## src/rtl/enemy_spawn_scheduler_if.sv

```systemverilog
// Spawn-table read channel: the scheduler issues a one-cycle read and the
// table answers some cycles later with a valid strobe and the entry contents.
interface enemy_spawn_scheduler_if #(
  parameter int ADDR_W = 6
);
  logic              tbl_rd;
  logic [ADDR_W-1:0] tbl_addr;
  logic              tbl_valid;
  logic              tbl_en;
  logic              tbl_last;
  logic [9:0]        tbl_x;
  logic [9:0]        tbl_y;

  modport master (
    output tbl_rd, tbl_addr,
    input  tbl_valid, tbl_en, tbl_last, tbl_x, tbl_y
  );

  modport slave (
    input  tbl_rd, tbl_addr,
    output tbl_valid, tbl_en, tbl_last, tbl_x, tbl_y
  );
endinterface

```

## src/rtl/enemy_spawn_scheduler.sv

```systemverilog
// Enemy spawn scheduler: on every room change it walks the room's spawn table,
// loads free enemy slots one at a time and releases them together on a frame tick.
module enemy_spawn_scheduler #(
  parameter int NUM_SLOTS        = 4,
  parameter int ENTRIES_PER_ROOM = 8,
  parameter int TBL_TIMEOUT      = 16
) (
  input  logic                   Clk,
  input  logic                   Reset,
  input  logic                   frame_clk,
  input  logic [2:0]             roomNum,
  enemy_spawn_scheduler_if.master tbl,
  output logic [NUM_SLOTS-1:0]   slot_load,
  output logic [9:0]             slot_x,
  output logic [9:0]             slot_y,
  output logic [NUM_SLOTS-1:0]   slot_enable,
  input  logic [NUM_SLOTS-1:0]   slot_alive,
  output logic [3:0]             enemies_left,
  output logic                   room_clear,
  output logic                   busy,
  output logic                   tbl_err
);

  localparam int ENTRY_W = $clog2(ENTRIES_PER_ROOM);
  localparam int SLOT_W  = $clog2(NUM_SLOTS + 1);
  localparam int TMO_W   = $clog2(TBL_TIMEOUT);

  localparam logic [ENTRY_W-1:0] ENTRY_LAST = ENTRY_W'(ENTRIES_PER_ROOM - 1);
  localparam logic [SLOT_W-1:0]  SLOT_CNT   = SLOT_W'(NUM_SLOTS);
  localparam logic [SLOT_W-1:0]  SLOT_LAST  = SLOT_W'(NUM_SLOTS - 1);
  // The counter is compared before its increment lands, so firing one step
  // early puts tbl_err exactly TBL_TIMEOUT cycles after the read strobe.
  localparam logic [TMO_W-1:0]   TMO_FIRE   = TMO_W'(TBL_TIMEOUT - 2);

  typedef enum logic [2:0] {
    S_IDLE,
    S_CLEAR,
    S_FETCH,
    S_WAIT,
    S_ARM,
    S_RUN
  } state_t;

  state_t               state;
  logic [2:0]           prev_room;
  logic [ENTRY_W-1:0]   entry;
  logic [SLOT_W-1:0]    slot_idx;
  logic [NUM_SLOTS-1:0] loaded;
  logic [TMO_W-1:0]     tmo_cnt;

  logic frame_s1, frame_s2, frame_s3, frame_rise;

  logic [NUM_SLOTS-1:0] slot_onehot;
  logic [ENTRY_W-1:0]   entry_next;
  logic                 load_hit;
  logic [3:0]           live_cnt;

  function automatic logic [3:0] popcount(input logic [NUM_SLOTS-1:0] v);
    logic [3:0] n;
    n = 4'd0;
    for (int i = 0; i < NUM_SLOTS; i++) n = n + {3'd0, v[i]};
    return n;
  endfunction

  assign slot_onehot = NUM_SLOTS'(1) << slot_idx;
  assign entry_next  = entry + ENTRY_W'(1);
  assign load_hit    = tbl.tbl_valid && tbl.tbl_en && (slot_idx < SLOT_CNT);
  assign live_cnt    = popcount(slot_enable & slot_alive);

  // frame_clk is asynchronous: two-flop synchroniser, then a registered rising edge
  always_ff @(posedge Clk or negedge Reset) begin
    if (!Reset) begin
      frame_s1   <= 1'b0;
      frame_s2   <= 1'b0;
      frame_s3   <= 1'b0;
      frame_rise <= 1'b0;
    end else begin
      frame_s1   <= frame_clk;
      frame_s2   <= frame_s1;
      frame_s3   <= frame_s2;
      frame_rise <= frame_s2 & ~frame_s3;
    end
  end

  always_ff @(posedge Clk or negedge Reset) begin
    if (!Reset) begin
      state        <= S_IDLE;
      prev_room    <= 3'd0;
      entry        <= '0;
      slot_idx     <= '0;
      loaded       <= '0;
      tmo_cnt      <= '0;
      tbl.tbl_rd   <= 1'b0;
      tbl.tbl_addr <= '0;
      slot_load    <= '0;
      slot_x       <= 10'd0;
      slot_y       <= 10'd0;
      slot_enable  <= '0;
      enemies_left <= 4'd0;
      room_clear   <= 1'b0;
      busy         <= 1'b0;
      tbl_err      <= 1'b0;
    end else begin
      tbl.tbl_rd   <= 1'b0;
      slot_load    <= '0;
      enemies_left <= live_cnt;
      room_clear   <= (state == S_RUN) && (slot_enable != '0) && (live_cnt == 4'd0);

      // A room change preempts whatever the sequence was doing.
      if (roomNum != prev_room) begin
        prev_room <= roomNum;
        tbl_err   <= 1'b0;
        state     <= S_CLEAR;
      end else begin
        unique case (state)
          S_IDLE: state <= S_IDLE;

          S_CLEAR: begin
            slot_enable <= '0;
            loaded      <= '0;
            entry       <= '0;
            slot_idx    <= '0;
            if (roomNum != 3'd0) begin
              busy         <= 1'b1;
              tbl.tbl_rd   <= 1'b1;
              tbl.tbl_addr <= {roomNum, ENTRY_W'(0)};
              state        <= S_FETCH;
            end else begin
              busy  <= 1'b0;
              state <= S_IDLE;
            end
          end

          S_FETCH: begin
            tmo_cnt <= '0;
            state   <= S_WAIT;
          end

          S_WAIT: begin
            if (tbl.tbl_valid) begin
              if (load_hit) begin
                slot_load <= slot_onehot;
                slot_x    <= tbl.tbl_x;
                slot_y    <= tbl.tbl_y;
                loaded    <= loaded | slot_onehot;
                slot_idx  <= slot_idx + SLOT_W'(1);
              end
              if (tbl.tbl_last || (entry == ENTRY_LAST) ||
                  (load_hit && (slot_idx == SLOT_LAST))) begin
                state <= S_ARM;
              end else begin
                entry        <= entry_next;
                tbl.tbl_rd   <= 1'b1;
                tbl.tbl_addr <= {roomNum, entry_next};
                state        <= S_FETCH;
              end
            end else if (tmo_cnt == TMO_FIRE) begin
              tbl_err <= 1'b1;
              state   <= S_ARM;
            end else begin
              tmo_cnt <= tmo_cnt + TMO_W'(1);
            end
          end

          S_ARM: begin
            if (frame_rise) begin
              slot_enable <= loaded;
              busy        <= 1'b0;
              state       <= S_RUN;
            end
          end

          S_RUN: state <= S_RUN;

          default: state <= S_IDLE;
        endcase
      end
    end
  end

endmodule
```

## src/flat_wrapper.sv

```systemverilog
// flat-port wrapper written by rule: the top's interface ports become plain ports
module enemy_spawn_scheduler_flat 
#(
  parameter int NUM_SLOTS        = 4,
  parameter int ENTRIES_PER_ROOM = 8,
  parameter int TBL_TIMEOUT      = 16
)
  (Clk, Reset, frame_clk, roomNum, slot_load, slot_x, slot_y, slot_enable, slot_alive, enemies_left, room_clear, busy, tbl_err, tbl_tbl_rd, tbl_tbl_addr, tbl_tbl_valid, tbl_tbl_en, tbl_tbl_last, tbl_tbl_x, tbl_tbl_y);
  enemy_spawn_scheduler_if tbl_i ();
  input  logic Clk;
  input  logic Reset;
  input  logic frame_clk;
  input  logic [2:0] roomNum;
  output logic [NUM_SLOTS-1:0] slot_load;
  output logic [9:0] slot_x;
  output logic [9:0] slot_y;
  output logic [NUM_SLOTS-1:0] slot_enable;
  input  logic [NUM_SLOTS-1:0] slot_alive;
  output logic [3:0] enemies_left;
  output logic room_clear;
  output logic busy;
  output logic tbl_err;
  output wire logic [$bits(tbl_i.tbl_rd)-1:0] tbl_tbl_rd;
  output wire logic [$bits(tbl_i.tbl_addr)-1:0] tbl_tbl_addr;
  input wire logic [$bits(tbl_i.tbl_valid)-1:0] tbl_tbl_valid;
  input wire logic [$bits(tbl_i.tbl_en)-1:0] tbl_tbl_en;
  input wire logic [$bits(tbl_i.tbl_last)-1:0] tbl_tbl_last;
  input wire logic [$bits(tbl_i.tbl_x)-1:0] tbl_tbl_x;
  input wire logic [$bits(tbl_i.tbl_y)-1:0] tbl_tbl_y;
  assign tbl_tbl_rd = tbl_i.tbl_rd;
  assign tbl_tbl_addr = tbl_i.tbl_addr;
  assign tbl_i.tbl_valid = tbl_tbl_valid;
  assign tbl_i.tbl_en = tbl_tbl_en;
  assign tbl_i.tbl_last = tbl_tbl_last;
  assign tbl_i.tbl_x = tbl_tbl_x;
  assign tbl_i.tbl_y = tbl_tbl_y;
  enemy_spawn_scheduler #(.NUM_SLOTS(NUM_SLOTS), .ENTRIES_PER_ROOM(ENTRIES_PER_ROOM), .TBL_TIMEOUT(TBL_TIMEOUT)) u_core (.Clk(Clk), .Reset(Reset), .frame_clk(frame_clk), .roomNum(roomNum), .tbl(tbl_i), .slot_load(slot_load), .slot_x(slot_x), .slot_y(slot_y), .slot_enable(slot_enable), .slot_alive(slot_alive), .enemies_left(enemies_left), .room_clear(room_clear), .busy(busy), .tbl_err(tbl_err));
endmodule
```

## config.mk

```make
export PLATFORM = sky130hd
export DESIGN_NAME = enemy_spawn_scheduler_flat
export DESIGN_NICKNAME = d
export VERILOG_FILES = /design/src/rtl/enemy_spawn_scheduler_if.sv /design/src/rtl/enemy_spawn_scheduler.sv /design/src/flat_wrapper.sv
export SDC_FILE = /design/constraint.sdc
export NUM_CORES = 1
export LEC_CHECK = 0
export CAP_MARGIN = 20
export CORE_MARGIN = 2
export CORE_UTILIZATION = 52
export DETAILED_ROUTE_END_ITERATION = 7
export HOLD_SLACK_MARGIN = 0.12
export PLACE_DENSITY = 0.89
export SLEW_MARGIN = 20
export SYNTH_ARGS = -nofsm -noshare
export SYNTH_HDL_FRONTEND = slang
export SYNTH_SLANG_ARGS = --single-unit
```

## constraint.sdc

```tcl
create_clock -name Clk -period 7.3 [get_ports Clk]
set_input_delay 1.825 -clock Clk [delete_from_list [all_inputs] [get_ports Clk]]
set_output_delay 1.825 -clock Clk [all_outputs]
set_load 0.02 [all_outputs]
```

# Word level (Yosys, flattened, before mapping)
# Index checks and enable logic that the tools add are counted.
[op_classes]
mux = 40
magnitude_cmp = 1
n_addsub = 6
eq_ne = 19
shifts = 1
n_bitwise = 5
reduce_logical = 23
[op_table]
columns = ["cell", "count"]
rows = [
  ["$mux 4", 9],
  ["$mux 3", 9],
  ["$pmux 4 s2", 3],
  ["$mux 6", 3],
  ["$reduce_and 4->1", 4],
  ["$pmux 3 s5", 1],
  ["$pmux 3 s2", 2],
  ["$pmux 6 s2", 1],
  ["$reduce_bool 2->1", 5],
  ["$eq 3x2->1 const B", 3],
  ["$eq 3x3->1 const B", 3],
  ["$mux 1", 9],
  ["$add 4x1->4", 2],
  ["$ne 2x1->1 const B", 4],
  ["$ne 2x2->1 const B", 4],
  ["$add 3x1->3 const B", 2],
  ["$reduce_and 3->1", 2],
  ["$logic_and 1x1->1", 5],
  ["$reduce_and 5->1", 1],
  ["$add 4x1->4 const B", 1],
  ["$and 4x4->4", 1],
  ["$eq 4x4->1 const B", 1],
  ["$logic_not 4->1", 1],
  ["$ne 4x2->1 const B", 1],
  ["15 further kinds", 18],
]
[word_totals]
out_inout_bits = 42
reg_bits = 66
input_bits = 33
elab_cells = 115

# Depth between registers and ports, before layout
# Gate-level depths: netlist of the first run.
[logic_depth]
depth_word = 8
mapped_depth = 7
mapped_depth_nobuf = 6

# Least setup slack after synthesis of the first run
# Ideal clock, no wire load.
[synth_path]
kind = "input to register"
from = "in slot_alive[0]"
to = "reg u_core.room_clear"
setup_time_ns = 0.086
path_stages = 6
setup_slack_ns = 3.492
required_time_ns = 7.214
n_path_buf = 0
arrival_time_ns = 3.722
cell_sequence = "and2_1 > ha_1 > fa_1 > ha_1 > or4b_2 > nor3_1"
[synth_between]
elab_chain_cells = 6
[synth_lines]
columns = ["element", "line", "text"]
rows = [
  ["from (decl)", "flat_wrapper.sv:18", "input logic [NUM_SLOTS-1:0] slot_alive;"],
  ["$and 4x4->4", "enemy_spawn_scheduler.sv:68", "assign live_cnt = popcount(slot_enable & slot_alive);"],
  ["$add 1x1->2", "enemy_spawn_scheduler.sv:61", "for (int i = 0; i < NUM_SLOTS; i++) n = n + {3'd0, v[i]};"],
  ["$add 4x1->4 (2 in series)", "enemy_spawn_scheduler.sv:61", ""],
  ["via u_core.live_cnt[1]", "enemy_spawn_scheduler.sv:56", "logic [3:0] live_cnt;"],
  ["$logic_not 4->1", "enemy_spawn_scheduler.sv:107", "room_clear <= (state == S_RUN) && (slot_enable != '0) && (live_cnt == 4'd0);"],
  ["$logic_and 1x1->1", "enemy_spawn_scheduler.sv:107", ""],
  ["to (signal assigned)", "enemy_spawn_scheduler.sv:107", ""],
  ["to (decl)", "enemy_spawn_scheduler.sv:19", "output logic room_clear,"],
]
# The timed path passes the listed nets, and every way through them passes these cells.
# A chain may end at the register's enable or synchronous reset.

# Worst setup path in the final report of the first run
# Same ends and word-level chain as after synthesis.

==> impl_metrics.toml, run 1 <==
[run_status]
status = "finished, final reports clean"

[cells_and_area]
syn_to_final_growth_pct = 32.8
final_cell_mix = "clkdlybuf4s50_1, dfrtp_1, nand2_1, mux2_4, inv_1"
layout_commonest_cell = "clkdlybuf4s50_1"
layout-drive-gt1-share = 0.163
nNetsFinal = 353
n_antenna_cell = 0

[placed_design]
dp_hpwl_um = 4400
port_buffers = 73
gp_congestion = 0.826
pre_cts_ws_ns = 2.97

[setup_path]
start_kind = "input pin"
r2r_start = "u_core.slot_enable[0]"
worstReg2RegEnd = "u_core.room_clear"
cp-startpoint = "slot_alive[0]"
r2r_cells = 6
required_ns = 7.55
worst-path-max-fanout = 2
cp.arrival_ns = 4.24
r2r_slack_ns = 4.78
crit_end = "u_core.room_clear"
worstSetupPathType = "in -> reg"
crit_path_end_kind = "flop"

[grt]
grt-ovfl-total = 0
grt_pass1_vias = 2085
grtUsageMet2 = 0.338
grt_max_degree = 66
grt_use_met3 = 0.0443
grt_use_met1 = 0.292
antenna_found_initial = 0
grt_pass1_wl_um = 10300
top_usage_layer = "met2"
grt_use_total = 0.216

[clock_network]
cts-resized-gates = 0
cts_root_buf = "clkbuf_8"
cts-htree-levels = 3
clock_latency_ns = 0.34
clock-sinks = 65
cts_made_buffers = 9
postCtsSetupBuffers = 0
clock_path_buffers = 2
clk_pin_slew_worst_paths_ns = 0.07
ctsHoldBuffers = 0
cts_tree = "built"

[power]
leakagePower_nw = 1.83
netSwitchingPower_mw = 0.242
pwr-share-seq = 0.465
power_density_nw_per_um2 = 230
swShare = 0.270
p_int_mw = 0.652
vdd.ir_drop.worst_mv = 0.175
pwr-share-comb = 0.200
pwr-share-clk = 0.335

[sta]
finalSetupTns_ns = 0
worstMarginPinSlew_ns = 0.784
final.min_clock_period_ns = 3.99
rsz0062_at_grt = "false"
setup_viol = 0
setup_slack_ns = 3.31
slew_viol_final = 0
clock_skew_ns = 0.00864
final-hold-violation-count = 0
fmax_mhz = 251
period_share = 0.546
slew_headroom = 0.477

[detailed_routing]
num_vias = 2094
ant_nets = 0
dr.pass1.iters = 4
drc = 0
wirelength_um = 6160
drtIter0Drc = 131
viasPerCell = 5.44
avgRoutedWirePerCell_um = 16.0

[synthesis]
synth-seq-area-share = 0.556
ys_types = 41
synth-seq-cells = 65
syn_avg_cell_area_um2 = 12.6
synth_top_area_cell = "dfrtp_1"
synth.top_cell.area_share = 0.556
synthArstFlopShare = 1.00
ys_warn_count = 0
synth-edff-count = 0
synth_fp_nets = 278
syn_inst = 233
synth_area_leaders = "dfrtp_1, mux2_4, ha_1"
synth_area_um2 = 2930
synthFlopType = "dfrtp_1"

[floorplanning]
ioPinCount = 75
std_cell_rows = 27
initial_core_util = 0.535
dieArea_um2 = 6250
die_w_um = 79.0
fp.coreArea_um2 = 5470
die_h_um = 79.0

[run]
max_cap_violations = 0

[hold_path]
min-delay-path-class = "reg -> reg"
-- kinds of logic (layout without fill, tap and decap cells) --
| kind of cell | count (synthesis) | after routing | share of synthesized area |
|---|---|---|---|
| mux | 25 | 25 | 0.121 |
| flops | 65 | 65 | 0.556 |
| other cells | 1 | 1 | 0.00128 |
| fa+ha+maj | 12 | 12 | 0.0538 |
| compound gates | 32 | 32 | 0.0782 |
| simple gates | 72 | 72 | 0.137 |
| xor+xnor | 3 | 3 | 0.0167 |
| buf+inv | 23 | 103 | 0.0368 |
-- layer usage --
layer,part of all wire,up-vias
met5,0,-
met4,0.018,0
met3,0.048,11
met2,0.49,68
met1,0.44,1045
li1,-,970
-- through the flow --
stage / total power [mW] / cell area, µm² / hold WS [ns] / utilization / instances
global route: 0.937 / 3890 / 0.385 / 0.710 / 385
floorplan: 0.511 / 2930 / 0.331 / - / 233
detailed placement: 0.602 / 3690 / 0.346 / 0.675 / 369
finish: 0.894 / 3890 / 0.358 / 0.710 / 385
CTS: 0.903 / 3890 / 0.361 / 0.710 / 385
global placement: 0.595 / 3690 / 0.334 / 0.675 / 369
-- Yosys cell counts (3+ instances only) --
cell / instances
a22o_1: 9
and2_1: 6
clkbuf_1: 5
dfrtp_1: 65
ha_1: 11
inv_1: 13
mux2_2: 3
mux2_4: 20
nand2_1: 20
nand3_1: 8
nand3b_1: 3
nor2_1: 8
nor3_1: 6
nor4_1: 4
o21ai_0: 11
o41ai_1: 4
xnor2_2: 3
-- power groups by stage --
stage                     Combinational, mW  Clock, mW  Sequential (mW)
after detailed placement              0.180          0            0.422
final                                 0.179      0.299            0.415
after CTS                             0.181      0.306            0.416
after floorplan                      0.0638          0            0.447
after global routing                  0.194      0.323            0.420
after global placement                0.175          0            0.420
-- final cells by class --
type	instances	area, µm²
flip-flops and latches	65	1630
repair buffers	74	733
fillers	388	1590
inverters	13	48.8
clock buffers	10	138
well taps	72	90.1
multi-input cells	145	1190
clock inverters	6	57.6
-- worst max-delay path: stages --
cell and delay (ns):
clkdlybuf4s50_1 0.41, and2_1 0.15, ha_1 0.31, fa_1 0.40, ha_1 0.29, or4b_2 0.66
nor3_1 0.19
-- registers in the layout (all words and copies together) (netlist names), 4 cells and up --
name                 count
u_core.loaded            4
u_core.slot_enable       4
u_core.slot_load         4
u_core.slot_x           10
u_core.slot_y           10
u_core.tbl.tbl_addr      6
u_core.tmo_cnt           4
-- worst min-delay path by stage --
stage	start	endpoint	cells after the start
detailed placement	u_core.frame_s1	u_core.frame_s2	0
global route	u_core.frame_s1	u_core.frame_s2	0
global placement	u_core.frame_s1	u_core.frame_s2	0
floorplan	u_core.frame_s1	u_core.frame_s2	0
finish	u_core.frame_s1	u_core.frame_s2	0
CTS	u_core.frame_s1	u_core.frame_s2	0
No activity file was read; power rests on OpenSTA's default activity.
==> run 2: changes to the inputs <==
- CORE_UTILIZATION: 52 -> 44
- PLACE_DENSITY: 0.89 -> 0.81
- clock period: 7.3 -> 3.6 ns (I/O delays scaled with it)
==> impl_metrics.toml, run 2 (synthesis results as in run 1) <==
[sta]
rsz0062_at_grt = "false"
period_share = 0.829
timing.hold.ws_ns = 0.353
setup_slack_ns = 0.615
slew_viol_final = 0
final.min_clock_period_ns = 2.98
fmax_mhz = 335
setup_viol = 0
finalSetupTns_ns = 0
clock_skew_ns = 0.00730
final-hold-violation-count = 0

[cells_and_area]
multi_input_area_um2 = 1190
top_regs = "u_core.slot_x: 10 flops, u_core.slot_y: 10 flops, u_core.tbl.tbl_addr: 6 flops"
n_antenna_cell = 0
finish.utilization = 0.607
syn_to_final_growth_pct = 32.4
layout-drive-gt1-share = 0.153
regArea_um2 = 1630
layout_commonest_cell = "clkdlybuf4s50_1"
final_cell_mix = "clkdlybuf4s50_1, dfrtp_1, nand2_1, mux2_4, inv_1"
fillCellCount = 517
nNetsFinal = 355

[clock_network]
clock-sinks = 65
clock_latency_ns = 0.33
cts-htree-levels = 3
cts_tree = "built"
postCtsSetupBuffers = 0
cts_root_buf = "clkbuf_8"
cts-resized-gates = 0
ctsHoldBuffers = 0
clock_path_buffers = 2
clk_pin_slew_worst_paths_ns = 0.06
cts_made_buffers = 9

[setup_path]
cpMostUsedCell = "ha_1"
cpPeakStageDelay_ns = 0.66
r2r_slack_ns = 1.14
path_buf_inv = 1
start_kind = "input pin"
worstSetupPathType = "in -> reg"
required_ns = 3.85
crit_path_end_kind = "flop"
critical-path-slowest-cell = "or4b_2"
cp_top_family = "simple AND/OR/NAND/NOR gates"
r2r_start = "u_core.slot_enable[0]"
cp.arrival_ns = 3.23
cp_cell_sequence = "clkdlybuf4s50_1, and2_1, ha_1, fa_1, ha_1, or4b_2, nor3_1"
r2r_cells = 6
cp-startpoint = "slot_alive[1]"
cp.depth = 7
crit_end = "u_core.room_clear"
worst-path-max-fanout = 2
worstReg2RegEnd = "u_core.room_clear"

[placed_design]
pre_cts_ws_ns = 0.267
port_buffers = 73
dp_hpwl_um = 4150
gp_congestion = 0.761

[power]
pwr-share-clk = 0.302
leakagePower_nw = 1.82
vdd.ir_drop.worst_mv = 0.247
p_total_mw = 1.72
swShare = 0.262
pwr-share-seq = 0.488
pwr-share-comb = 0.209
power_density_nw_per_um2 = 445
netSwitchingPower_mw = 0.452
p_int_mw = 1.27

[grt]
grt_pass1_vias = 2017
grt_max_degree = 29
antenna_found_initial = 0
grt-ovfl-total = 0
grt_use_total = 0.170
grt_pass1_wl_um = 9710

[detailed_routing]
ant_nets = 0
dr.pass1.iters = 4
viasPerCell = 5.25
drtIter0Drc = 98
avgRoutedWirePerCell_um = 14.5
drc = 0
num_vias = 2049
wirelength_um = 5650

[floorplanning]
std_cell_rows = 29
fp.coreArea_um2 = 6390
initial_core_util = 0.458
ioPinCount = 75
die_h_um = 85.6
die_w_um = 85.6
dieArea_um2 = 7320

[hold_path]
min-delay-path-class = "reg -> reg"

[run_status]
status = "finished, final reports clean"

[run]
max_cap_violations = 0
-- run 2: cell type report --
class,instances,area share
tap,77,0.0249
sequential,65,0.420
inverter,13,0.0126
multi-input combinational,145,0.308
timing repair buffer,76,0.193
clock buffer,14,0.0420
-- run 2: through the flow --
stage | instances | cell area, µm²
after global placement | 376 | 3710
after detailed placement | 376 | 3710
final | 390 | 3880
after global routing | 390 | 3880
after floorplan | 233 | 2930
after CTS | 390 | 3880
-- run 2: worst min-delay path by stage --
stage	from	slack, ns	end	cells past startpoint
6_report	u_core.frame_s1	0.35	u_core.frame_s2	0
5_1_grt	u_core.frame_s1	0.36	u_core.frame_s2	0
4_1_cts	u_core.frame_s1	0.36	u_core.frame_s2	0
3_5_place_dp	u_core.frame_s1	0.34	u_core.frame_s2	0
3_3_place_gp	u_core.frame_s1	0.33	u_core.frame_s2	0
2_1_floorplan	u_core.frame_s1	0.33	u_core.frame_s2	0
-- run 2: per-layer routing --
layer  up-vias  global-route usage  wire (µm)
li1        973                   -          -
met1      1009               0.231       2520
met2        55               0.260       2740
met3        12              0.0327        263
met4         0              0.0909        128
met5         -                   0          0
-- run 2: worst reg2reg max path: stages (launching register included) --
cell	delay [ns]
dfrtp_1	0.40
and2_1	0.17
ha_1	0.30
fa_1	0.39
ha_1	0.29
or4b_2	0.66
nor3_1	0.17
-- run 2: power groups by stage --
stage | registers, mW | logic, mW | clock network (mW)
3_3_place_gp | 0.853 | 0.358 | 0
5_1_grt | 0.852 | 0.389 | 0.582
4_1_cts | 0.843 | 0.366 | 0.540
3_5_place_dp | 0.853 | 0.366 | 0
6_report | 0.842 | 0.361 | 0.521
2_1_floorplan | 0.907 | 0.129 | 0
